**src/rtl/cpu_fetch_stage.sv**
```systemverilog
// Instruction fetch: combinational pre-fetch picks nextpc and issues the SRAM read; a fetch register holds the PC.
// A one-entry buffer holds the instruction over decode stalls, and a branch seen while stalled is held until fetch advances.
module cpu_fetch_stage #(
  parameter logic [31:0] RESET_PC = 32'hBFC00000
) (
  input  logic        clk,
  input  logic        resetn,
  input  logic        br_taken,
  input  logic [31:0] br_target,
  input  logic        ds_allowin,
  output logic        inst_sram_en,
  output logic [3:0]  inst_sram_wen,
  output logic [31:0] inst_sram_addr,
  output logic [31:0] inst_sram_wdata,
  input  logic [31:0] inst_sram_rdata,
  output logic        fs_to_ds_valid,
  output logic [31:0] fs_pc,
  output logic [31:0] fs_inst
);

  localparam logic [31:0] PRE_RESET_PC = RESET_PC - 32'd4;

  logic        fs_valid_q, fs_valid_d;
  logic [31:0] fs_pc_q, fs_pc_d;
  logic        pend_valid_q, pend_valid_d;
  logic [31:0] pend_target_q, pend_target_d;
  logic        buf_valid_q, buf_valid_d;
  logic [31:0] inst_buf_q, inst_buf_d;

  logic        fs_allowin;
  logic [31:0] nextpc;

  assign fs_allowin = !fs_valid_q || ds_allowin;

  // A branch in the current cycle outranks one that arrived during an earlier stall cycle.
  assign nextpc = br_taken     ? br_target :
                  pend_valid_q ? pend_target_q :
                                 fs_pc_q + 32'd4;

  assign inst_sram_en    = fs_allowin && !resetn;
  assign inst_sram_addr  = nextpc;
  assign inst_sram_wen   = 4'b0;
  assign inst_sram_wdata = 32'b0;

  assign fs_to_ds_valid = fs_valid_q;
  assign fs_pc          = fs_pc_q;
  assign fs_inst        = buf_valid_q ? inst_buf_q : inst_sram_rdata;

  always_comb begin
    fs_valid_d    = fs_valid_q;
    fs_pc_d       = fs_pc_q;
    pend_valid_d  = pend_valid_q;
    pend_target_d = pend_target_q;
    buf_valid_d   = buf_valid_q;
    inst_buf_d    = inst_buf_q;

    if (fs_allowin) begin
      fs_valid_d   = 1'b1;
      fs_pc_d      = nextpc;
      pend_valid_d = 1'b0;
    end else if (br_taken) begin
      pend_valid_d  = 1'b1;
      pend_target_d = br_target;
    end

    // SRAM data lives for one cycle only, so catch it on the first stalled edge.
    if (ds_allowin) begin
      buf_valid_d = 1'b0;
    end else if (fs_valid_q && !buf_valid_q) begin
      buf_valid_d = 1'b1;
      inst_buf_d  = inst_sram_rdata;
    end
  end

  always_ff @(posedge clk or posedge resetn) begin
    if (resetn) begin
      fs_valid_q    <= 1'b0;
      fs_pc_q       <= PRE_RESET_PC;
      pend_valid_q  <= 1'b0;
      pend_target_q <= 32'b0;
      buf_valid_q   <= 1'b0;
      inst_buf_q    <= 32'b0;
    end else begin
      fs_valid_q    <= fs_valid_d;
      fs_pc_q       <= fs_pc_d;
      pend_valid_q  <= pend_valid_d;
      pend_target_q <= pend_target_d;
      buf_valid_q   <= buf_valid_d;
      inst_buf_q    <= inst_buf_d;
    end
  end

endmodule

```
**config.mk**
```make
export PLATFORM = sky130hd
export DESIGN_NAME = cpu_fetch_stage
export DESIGN_NICKNAME = d
export VERILOG_FILES = /design/src/rtl/cpu_fetch_stage.sv
export SDC_FILE = /design/constraint.sdc
export NUM_CORES = 1
export LEC_CHECK = 0
export ABC_AREA = 1
export ABC_CLOCK_PERIOD_IN_PS = 2700
export CORE_ASPECT_RATIO = 0.7
export CORE_MARGIN = 4
export CORE_UTILIZATION = 37
export DETAILED_ROUTE_END_ITERATION = 10
export MAX_ROUTING_LAYER = met4
export PLACE_DENSITY = 0.81
export SLEW_MARGIN = 20
export SYNTH_ARGS = -nofsm -noshare
export SYNTH_HDL_FRONTEND = slang
export SYNTH_SLANG_ARGS = --single-unit
```
**constraint.sdc**
```tcl
create_clock -name clk -period 2.7 [get_ports clk]
set_input_delay 0.405 -clock clk [delete_from_list [all_inputs] [get_ports clk]]
set_output_delay 0.405 -clock clk [all_outputs]
set_load 0.01 [all_outputs]
```
==> flow_summary.ini <==
[outcome]
status = finished clean

[global_route]
grt_max_degree = 67
grt_pass1_wl_um = 27800
antenna_found_initial = 1
grt_usage_pct = 19.9
grt-ovfl-total = 0
grt_pass1_vias = 5298

[synthesis]
ys_seq_area_share_pct = 42.8
synth-edff-count = 0
ys_warn_count = 0
yosys.area.top_type = dfrtp_1
synth_seq_cells = 99
synth_area_per_cell_um2 = 7.11
synthTopCellsByArea = dfrtp_1, nand2_1, dfstp_2, o21ai_0, inv_1
post_synth_inst_count = 825
synthTopCellsByCount = nand2_1, o21ai_0, inv_1
synthFlopType = dfrtp_1
synth_top_area_share_pct = 30.3
ys_types = 26
synthArstFlopShare_pct = 100
synth_most_common_cell = nand2_1
synth_area_um2 = 5870

[timing]
rsz0062_at_grt = true
max_freq_mhz = 378
hold_ws_ns = 0.486
maxSlewViolCount = 0
finalSetupViolCount = 0
max_slew.worst_pin.slew_ns = 0.518
period_share_pct = 98.0
slew_headroom_pct = 65.5
skew_ns = 0.0104
final_hold_viol_count = 0
period_needed_ns = 2.65

[pwr]
ir_worst_vdd_mv = 0.307
total_power_w = 0.00455
total_leakage_power_nw = 3.95
power_density_nw_per_um2 = 555

[place]
routabilityCongestion = 0.933
io_buffers = 165
hpwl_um = 12600

[clock_network]
cts_tree = built
path_clk_slew_ns = 0.07
clock-root-buffer = clkbuf_16
clk_path_buf_depth = 2
hold_buffers = 0
cts_buffers = 9
clock_latency_ns = 0.34
clock-sinks = 99
htree_levels = 3

[finish]
syn2layout_area_growth_pct = 39.8
drive_gt1_share_pct = 14.7
fillers = 1493
nets = 1069

[worst_setup_path]
cp_cell_sequence = ha_4 -> nand2_4 -> nor2_4 -> buf_6 -> nand2_8 -> nor2_4 -> buf_6 -> xor2_1 -> nand2_1 -> a21boi_1 -> buf_2
max_stage_delay_ns = 0.56
slowest_stage = dfstp_2
worst_setup_path_start_kind = flip-flop
cp_num_cells = 11
path_max_fanout = 4
critPathKind = reg2out
r2r_start = fs_pc[2]
cp.arrival_ns = 2.24
end_kind = primary output
cp.required_ns = 2.30
crit_buf_inv = 3
rrSetupSlack_ns = 0.77
r2r-end = fs_pc[17]
crit_family = flip-flops
r2r_cells = 12

[die]
start_util_pct = 37.9
row_count = 38
die_h_um = 113
coreArea_um2 = 15500
io_pins = 202
die_w_um = 159
die_area_um2 = 18000

[route]
drtPass1Iterations = 5
vias = 5719
drcViolationCount = 0
antenna_left = 0
drt_iter0_drc = 456
totalWireLength_um = 17400
routedWlPerCell_um = 14.4
vias_per_cell = 4.74

[min_path]
min_from = inst_buf_q[30]
whs_endpoint = inst_buf_q[30]
hp-class = reg2reg
whs_path_depth = 2

[job]
drv_cap = 0
==> how the worst max path moves through the flow <==
| stage | slack, ns | end | from |
|---|---|---|---|
| after global placement | 0.03 | inst_sram_addr[16] | fs_pc[2] |
| after detailed placement | -0.01 | inst_sram_addr[14] | fs_pc[2] |
| final | 0.05 | inst_sram_addr[18] | fs_pc[2] |
| after CTS | -0.05 | inst_sram_addr[19] | fs_pc[2] |
| after floorplan | 0.56 | inst_sram_addr[16] | fs_pc[3] |
| after global routing | -0.06 | inst_sram_addr[18] | fs_pc[3] |
==> worst register-to-register path, stage by stage, from the launching register on <==
cell and delay (ns):
dfstp_2 0.56, buf_4 0.11, inv_1 0.08, nor2_4 0.16, nand2_4 0.12, nor2_4 0.20, buf_6 0.13, xor2_2 0.13
nand2_1 0.08, buf_4 0.13, nand2_1 0.04, nand3_1 0.06, nand2_1 0.06
==> area by class of cell <==
type	instances	area (um2)	share of cell area, %
clock buffers	10	229	2.79
repair buffers	203	1950	23.8
diodes	1	2.50	0.0305
inverters	79	300	3.66
well taps	200	250	3.05
flip-flops and latches	99	2510	30.6
clock inverters	6	65.1	0.793
multi-input cells	608	2890	35.2
==> layout by cell type (no fill, tap or decap), types with 3 or more instances in the layout <==
cell type	netlist	routed
inv_1	77	76
nand2_2	3	4
dfrtp_1	71	70
buf_12	0	7
buf_6	0	6
a21boi_1	4	5
o21ai_0	90	89
a22oi_1	9	9
xor2_1	5	4
nand2_4	0	3
conb_1	2	37
mux2_2	15	15
clkdlybuf4s50_1	0	137
dlygate4sd2_1	0	6
nor2_4	5	11
clkbuf_2	0	15
nand2_1	302	297
xnor2_1	4	4
nand3_1	38	38
buf_2	7	3
nor2_2	6	9
a21oi_1	25	25
clkbuf_16	0	9
dfstp_2	28	28
buf_4	36	25
nor2_1	58	49
==> metrics by stage <==
step	TNS (ns)	cells	utilization (%)	cell area, um2	setup slack, ns
2_1_floorplan	0	860	-	6000	0.562
3_3_place_gp	0	1177	50.1	7760	0.0251
3_5_place_dp	-0.0116	1177	50.1	7760	-0.0116
4_1_cts	-0.170	1198	52.4	8130	-0.0506
5_1_grt	-0.126	1206	52.9	8200	-0.0630
6_report	0	1206	52.9	8200	0.0531
==> flip-flops by register name, indices dropped and copies added (netlist names) <==
register        count
fs_to_ds_valid      1
inst_buf_q         32
buf_valid_q         1
pend_valid_q        1
pend_target_q      32
fs_pc              32
==> power breakdown <==
part           switching, W  total (W)  internal, W
Sequential         0.000189    0.00195      0.00176
Clock              0.000580    0.00130     0.000722
Combinational      0.000669    0.00131     0.000636
Total               0.00144    0.00455      0.00312
==> routing by layer <==
metal	vias to the layer above	share of wire, %	routed length (um)	track usage (%)
met1	2653	49	8450	29.2
met3	19	6.2	1070	3.44
met4	0	1.6	278	4.38
li1	2863	-	-	-
met5	-	0	0	-
met2	184	44	7620	28.9
==> cells by family (layout without fill, tap and decap cells) <==
family / Yosys count / count (layout) / share of synthesized area [%]
AOI/OAI and AO/OA: 133 / 133 / 12.1
muxes: 15 / 15 / 2.88
DFF: 99 / 99 / 42.8
buffers and inverters: 153 / 298 / 12.2
adders and majority gates: 1 / 1 / 0.213
xor gates and xnor gates: 9 / 9 / 1.34
other: 2 / 38 / 0.128
and+or+nand+nor: 413 / 413 / 28.3
==> what timing repair did <==
action                                  4_1_cts  5_1_grt
setup buffers                                 5        7
gates cloned                                  0        0
gates resized for setup                      47       58
pin swaps                                     4       13
endpoints found under the setup margin       25       23
No activity file was read; power rests on OpenSTA's default activity.
